[src/rtl/alu_result_capture.sv]
// Capture stage behind the lab ALU: registers the ALU result on a button press,
// feeds its low nibble back as operand B, and keeps a browsable history ring.

module alu_button_pulse (
  input  logic clk,
  input  logic reset,
  input  logic button_n,
  output logic pulse
);

  logic s1;
  logic s2;
  logic s2_d;

  // Two-flop synchronizer on the inverted button, then a delay flop for the rising-edge detect
  always_ff @(posedge clk or posedge reset) begin
    if (reset) begin
      s1   <= 1'b0;
      s2   <= 1'b0;
      s2_d <= 1'b0;
    end else begin
      s1   <= ~button_n;
      s2   <= s1;
      s2_d <= s2;
    end
  end

  assign pulse = s2 & ~s2_d;

endmodule

module alu_result_capture #(
  parameter int DATA_W = 8,
  parameter int DEPTH  = 4,
  parameter int PTR_W  = 2
) (
  input  logic              clk,
  input  logic              reset,
  input  logic [DATA_W-1:0] alu_out,
  input  logic              capture_n,
  input  logic              step_n,
  output logic [DATA_W-1:0] result,
  output logic [3:0]        feedback_b,
  output logic [DATA_W-1:0] disp_val,
  output logic [PTR_W:0]    hist_count,
  output logic [PTR_W-1:0]  view_idx,
  output logic              overflow
);

  logic              cap_pulse;
  logic              step_pulse;
  logic [DATA_W-1:0] hist [DEPTH];
  logic [PTR_W-1:0]  wp;
  logic [PTR_W-1:0]  rd_idx;
  logic [PTR_W:0]    view_next;

  alu_button_pulse u_cap_btn (
    .clk      (clk),
    .reset    (reset),
    .button_n (capture_n),
    .pulse    (cap_pulse)
  );

  alu_button_pulse u_step_btn (
    .clk      (clk),
    .reset    (reset),
    .button_n (step_n),
    .pulse    (step_pulse)
  );

  // view_idx is always below hist_count, so one compare implements the modulo wrap
  assign view_next = {1'b0, view_idx} + (PTR_W+1)'(1);

  // Capture takes priority over step; a step that coincides with a capture is dropped
  always_ff @(posedge clk or posedge reset) begin
    if (reset) begin
      result     <= '0;
      wp         <= '0;
      hist_count <= '0;
      view_idx   <= '0;
      overflow   <= 1'b0;
      for (int i = 0; i < DEPTH; i++) hist[i] <= '0;
    end else if (cap_pulse) begin
      result   <= alu_out;
      hist[wp] <= alu_out;
      wp       <= wp + PTR_W'(1);
      view_idx <= '0;
      if (hist_count == (PTR_W+1)'(DEPTH)) overflow <= 1'b1;
      else hist_count <= hist_count + (PTR_W+1)'(1);
    end else if (step_pulse && hist_count != '0) begin
      if (view_next >= hist_count) view_idx <= '0;
      else view_idx <= view_next[PTR_W-1:0];
    end
  end

  // Newest entry sits just behind the write pointer; older entries further back
  assign rd_idx     = wp - PTR_W'(1) - view_idx;
  assign disp_val   = (hist_count == '0) ? '0 : hist[rd_idx];
  assign feedback_b = result[3:0];

endmodule

[config.mk]
export PLATFORM = sky130hd
export DESIGN_NAME = alu_result_capture
export DESIGN_NICKNAME = d
export VERILOG_FILES = /design/src/rtl/alu_result_capture.sv
export SDC_FILE = /design/constraint.sdc
export NUM_CORES = 1
export LEC_CHECK = 0
export CAP_MARGIN = 0
export CORE_AREA = 4 4 77 79
export CTS_CLUSTER_SIZE = 16
export DETAILED_ROUTE_END_ITERATION = 10
export DIE_AREA = 0 0 81 83
export GPL_ROUTABILITY_DRIVEN = 0
export GPL_TIMING_DRIVEN = 0
export PLACE_DENSITY = 0.74
export SKIP_CTS_REPAIR_TIMING = 1
export SLEW_MARGIN = 0
export SYNTH_ARGS = -nofsm -noshare
export SYNTH_HDL_FRONTEND = slang
export SYNTH_HIERARCHICAL = 1
export SYNTH_SLANG_ARGS = --single-unit
[constraint.sdc]
create_clock -name clk -period 2.3 [get_ports clk]
set_clock_uncertainty 0.2 [all_clocks]
set_input_delay 0.575 -clock clk [delete_from_list [all_inputs] [get_ports clk]]
set_output_delay 0.575 -clock clk [all_outputs]
set_load 0.02 [all_outputs]
==> results of run 1 <==
==> per-stage QoR <==
step,hold WS [ns],utilization (%),power (mW)
2_1_floorplan,0.1286,-,3.531
3_3_place_gp,0.1388,55.98,4.446
3_5_place_dp,0.1386,56.35,4.498
4_1_cts,0.1648,58.42,5.113
5_1_grt,0.1679,58.81,5.692
6_report,0.1585,58.81,5.377
==> cell usage in the layout (no fill, tap or decap), drive strengths merged, types with 2 or more instances in the layout <==
| cell type | n |
|---|---|
| a21oi | 3 |
| and2 | 8 |
| buf | 15 |
| clkbuf | 10 |
| clkdlybuf4s50 | 28 |
| dfrtp | 54 |
| ha | 11 |
| inv | 11 |
| mux2 | 40 |
| mux4 | 8 |
| nand2 | 9 |
| nor2 | 2 |
| nor2b | 3 |
| o21ai | 3 |
| xnor2 | 3 |
==> worst paths after layout <==
check	from	endpoint	slack (ns)	cells after the start
max	wp[0]	disp_val[4]	-0.55	7
min	u_cap_btn/s1	u_cap_btn/s2	0.16	0
max reg2reg	hist_count[0]	view_idx[0]	0.23	6
min reg2reg	u_cap_btn/s1	u_cap_btn/s2	0.16	0
max in group asynchronous	reset	hist[7]	1.07	3
min in group asynchronous	reset	u_step_btn/s2_d	0.30	2
==> layout make-up <==
class | instances | area, sq um
fill | 472 | 2198
clock buffer | 8 | 110.1
tap | 72 | 90.09
sequential | 54 | 1354
inverter | 11 | 41.29
timing repair buffer | 40 | 424.2
multi-input combinational | 98 | 1081
buffer | 6 | 38.79
==> kinds of logic after synthesis <==
kind of cell / after synthesis / share of synthesized area (%)
flops: 54 / 54.49
mux: 48 / 26.64
simple gates: 25 / 5.752
buf+inv: 18 / 3.380
fa+ha+maj: 11 / 5.550
compound gates: 10 / 2.472
xor+xnor: 4 / 1.716
==> report_power, final <==
part | switching, mW | internal, mW
clock | 0.303 | 0.305
sequential | 0.238 | 1.33
combinational | 1.30 | 1.91
==> sequential cells by signal, indices dropped and copies added (netlist names), 2 cells and up <==
signal / flops
wp: 2
view_idx: 2
hist: 32
hist_count: 3
result: 8
==> per-layer routing <==
layer | global-route usage, % | wire [um] | share of wire (%) | up-vias
met3 | 2.603 | 166 | 3.7 | 7
met4 | 4.147 | 51 | 1.1 | 0
met2 | 23.82 | 2206 | 49 | 28
met1 | 19.01 | 2103 | 46 | 737
li1 | - | - | - | 680
met5 | 0 | 0 | 0 | -
==> impl_metrics.yaml, run 1 <==
grt:
  globalRouteTotalUtil_pct: 14.35
  globalRoute.totalOverflow: 0
  grt_pass1_wl_um: 7527
  grt_pass1_vias: 1522
  grt_max_degree: 41
  antenna_found_initial: 0
sta:
  post-route-min-period_ns: 2.849
  rsz0062_at_grt: "yes"
  fin_setup_tns_ns: -4.326
  final_hold_viol_count: 0
  slew_viol_final: 0
  setup_violations: 8
  worst_slack_ns: -0.5488
  worst_pin_slew_ns: 0.5876
  min_period_over_period_pct: 123.9
  maxSlewHeadroom_pct: 60.82
  max_freq_mhz: 351.0
synthesis:
  synthFlopType: "dfrtp_1"
  syn_inst: 170
  yosys-top-cells-area: "dfrtp_1, mux2_2, mux4_1, ha_1, and2_1"
  synth_top_cell_by_area: "dfrtp_1"
  synth_area_per_cell_sq_um: 14.59
  ys_seq_area_share_pct: 54.49
  synth_nets: 193
  synth_top_area_share_pct: 54.49
  yosys_warnings: 6
  synthArstFlopShare_pct: 100.0
  synth-seq-cells: 54
  synth_cell_type_count: 25
  syn_area_sq_um: 2480
  ys_top_cells_by_count: "dfrtp_1, mux2_2, ha_1, inv_1, nand2_1"
  synth.most_common_cell: "dfrtp_1"
  synth_edf_count: 0
worst_setup_path:
  cp-start-kind: "flip-flop"
  cp_slowest_cell: "dfrtp_2"
  critPathArrivalTime_ns: 2.07
  criticalPathCategory: "flip-flop to output pin"
  max_stage_delay_ns: 0.47
  crit_chain: "ha_4 > xnor2_4 > xnor2_4 > buf_12 > mux4_2 > and2_4 > buf_6"
  critical_path_buf_inv_count: 2
  cp.required_ns: 1.52
  cp_max_fo: 8
  critPathCaptureType: "output pin"
  cpMostUsedCell: "xnor2_4"
  crit_family: "flip-flops"
run_status:
  violations: "setup timing"
  status: "finished, violations left"
floorplan:
  die_h_um: 83
  start_util_pct: 46.46
  die_w_um: 81
  io_pins: 38
  design.core.area_sq_um: 5338
  fp-row-count: 27
  die-area_sq_um: 6723
route:
  wl_um: 4527
  wire_per_inst_um: 15.66
  first_pass_iters: 4
  ant_nets: 0
  vias_per_cell: 5.024
  via_count: 1452
  drc_errors: 0
  drt_iter0_markers: 56
cells_and_area:
  fin_nets: 239
  drive_above_1_share_pct: 41.01
  area_growth_pct: 26.59
  stdcell_count: 289
  diodes: 0
  design_area_sq_um: 3139
placement:
  dp_slack_ns: -0.8212
  place_area_sq_um: 3008
  place_inst: 280
  post-dp-hpwl_um: 2993
  port_buffers: 37
job:
  drv_cap: 0
min_path:
  hold_path.class: "flip-flop to flip-flop"
clocking:
  ctsLongestPathBuffers: 2
  cts.sinks: 54
  cts_tree: "done"
  clk-insertion-delay-late_ns: 0.30
  cts_root_buffer: "clkbuf_8"
  cts.htree.levels: 2
  clk_pin_slew_ns: 0.10
  cts_buffers: 5
pwr:
  powerDensity_nw_per_um2: 1713
  power_leakage_nw: 1.394
  vdd_drop_max_mv: 0.8603
No activity file was read; power rests on OpenSTA's default activity.
==> inputs of run 2 (changes only) <==
--- a/config.mk
+++ b/config.mk
@@ -14,7 +14,6 @@
 export GPL_TIMING_DRIVEN = 0
 export PLACE_DENSITY = 0.74
 export SKIP_CTS_REPAIR_TIMING = 1
-export SLEW_MARGIN = 0
 export SYNTH_ARGS = -nofsm -noshare
 export SYNTH_HDL_FRONTEND = slang
 export SYNTH_HIERARCHICAL = 1
==> results of run 2 <==
The final DEF is identical to that of run 1; final timing and power are the same.
==> inputs of run 3 (changes only) <==
--- a/config.mk
+++ b/config.mk
@@ -14,6 +14,7 @@
 export GPL_TIMING_DRIVEN = 0
 export PLACE_DENSITY = 0.74
 export SKIP_CTS_REPAIR_TIMING = 1
+export SLEW_MARGIN = 15
 export SYNTH_ARGS = -nofsm -noshare
 export SYNTH_HDL_FRONTEND = slang
 export SYNTH_HIERARCHICAL = 1
==> run 3 against run 2 <==
Net effect:
- the flow still finishes with violations (setup timing)
- final cell count grew 0.35%
- non-clock buffer count grew 1
- register-to-register slack is essentially flat
- total power shrank 1.1%
- critical endpoint unchanged
==> impl_metrics.yaml, run 3 (synthesis results as in run 1) <==
run_status:
  status: "finished, violations left"
  violations: "setup timing"
cells_and_area:
  multiInputGateArea_sq_um: 1081
  final_common_cell: "dfrtp_1"
  regArea_sq_um: 1354
  largest_reg_flops: 32
  fillers: 462
  area_growth_pct: 26.49
  largest_register: "hist"
  drive_above_1_share_pct: 41.28
  design_area_sq_um: 3137
  fin_nets: 240
  diodes: 0
  layout_common_cells: "dfrtp_1, mux2_2, clkdlybuf4s50_1, ha_1"
  top_regs: "hist (32), result (8), hist_count (3)"
clocking:
  cts.sinks: 54
  cts.htree.levels: 2
  cts_root_buffer: "clkbuf_8"
  clk_pin_slew_ns: 0.09
  clk-insertion-delay-late_ns: 0.31
  ctsLongestPathBuffers: 2
  cts_buffers: 5
  cts_tree: "done"
placement:
  post-dp-hpwl_um: 3023
  dp_slack_ns: -0.8166
  place_area_sq_um: 3015
  port_buffers: 37
worst_setup_path:
  critPathCapture: "disp_val[4]"
  rrSetupSlack_ns: 0.24
  max_stage_delay_ns: 0.42
  rr_worst_depth: 7
  critical_path_buf_inv_count: 3
  cp_slowest_cell: "dfrtp_2"
  critPathCaptureType: "output pin"
  criticalPathCategory: "flip-flop to output pin"
  cp.required_ns: 1.52
  cpMostUsedCell: "xnor2_4"
  cp-start-kind: "flip-flop"
  cp_max_fo: 8
  r2r-end: "view_idx[0]"
  r2r-start: "view_idx[0]"
  crit_chain: "inv_2 > ha_4 > xnor2_4 > xnor2_4 > buf_12 > mux4_2 > and2_4 > buf_6"
  crit_family: "flip-flops"
  startpoint: "view_idx[0]"
  critPathArrivalTime_ns: 2.05
  worst-path-stages: 8
sta:
  rsz0062_at_grt: "yes"
  slew_viol_final: 0
  min_period_over_period_pct: 122.9
  maxSlewHeadroom_pct: 58.52
  post-route-min-period_ns: 2.828
  fin_setup_tns_ns: -4.135
  max_freq_mhz: 353.7
  worst_pin_slew_ns: 0.6213
  setup_violations: 8
  final_hold_viol_count: 0
  worst_slack_ns: -0.5275
route:
  ant_nets: 0
  wl_um: 4492
  via_count: 1483
  drt_iter0_markers: 64
  top_layer_used: "met4"
  first_pass_iters: 4
  dr_wl_met2_um: 2198
  wire_per_inst_um: 15.49
  drt-met1-wl_um: 2062
  vias_per_cell: 5.114
  wl_met3_um: 160
  drc_errors: 0
floorplan:
  die_w_um: 81
  die_h_um: 83
  die-area_sq_um: 6723
  fp-row-count: 27
  start_util_pct: 46.46
  design.core.area_sq_um: 5338
  io_pins: 38
min_path:
  hold_path.class: "flip-flop to flip-flop"
pwr:
  vdd_drop_max_mv: 0.7993
  power_leakage_nw: 1.374
  powerDensity_nw_per_um2: 1696
grt:
  antenna_found_initial: 0
  grt_pass1_vias: 1485
  globalRouteTotalUtil_pct: 14.14
  globalRoute.totalOverflow: 0
  grt_pass1_wl_um: 7293
  grt_max_degree: 28
job:
  drv_cap: 0
[run 3: cell count changes in the layout (fill, tap and decap cells not counted), sizes merged]
cell           delta
buf               +1
clkbuf            -2
clkdlybuf4s50     +1
clkinv            +1
clkinvlp          +1
dlymetal6s2s      -1
[run 3: worst min-delay path by stage]
stage	from	endpoint	cells past startpoint
floorplan	reset	u_cap_btn/s1	1
detailed placement	u_step_btn/s1	u_step_btn/s2	0
finish	u_step_btn/s1	u_step_btn/s2	0
global route	u_step_btn/s1	u_step_btn/s2	0
global placement	u_cap_btn/s1	u_cap_btn/s2	0
CTS	u_step_btn/s1	u_step_btn/s2	0
[run 3: final cells by class]
type / instances / area share, %
clock buffers: 6 / 2.633
repair buffers: 41 / 13.92
plain buffers: 6 / 1.237
inverters: 11 / 1.316
flip-flops and latches: 54 / 43.16
well taps: 72 / 2.872
multi-input cells: 98 / 34.46
clock inverters: 2 / 0.3989
[run 3: stage by stage]
step	hold slack, ns	power, mW	std cells	util [%]
final	0.1629	5.318	290	58.77
after global routing	0.1670	5.637	290	58.77
after CTS	0.1643	5.054	288	58.27
after detailed placement	0.1386	4.502	280	56.49
after global placement	0.1388	4.446	279	55.98
after floorplan	0.1286	3.531	170	-
[run 3: where the power goes]
group | switching [mW] | internal, mW
logic | 1.30 | 1.92
clock network | 0.302 | 0.242
registers | 0.229 | 1.33
total | 1.83 | 3.49
[run 3: worst reg2reg max path, stage by stage, from the launching register on]
cell and delay [ns]:
dfrtp_2 0.45, buf_4 0.15, ha_1 0.20, ha_1 0.29, a21oi_1 0.14, o21ai_0 0.12, or3_1 0.32, a21oi_1 0.13
[run 3: per-layer routing]
metal  GRT usage, %  vias to the layer above
met3          3.362                        8
met5              0                        -
met4          5.223                        0
li1               -                      680
met2          23.08                       28
met1          18.08                      767
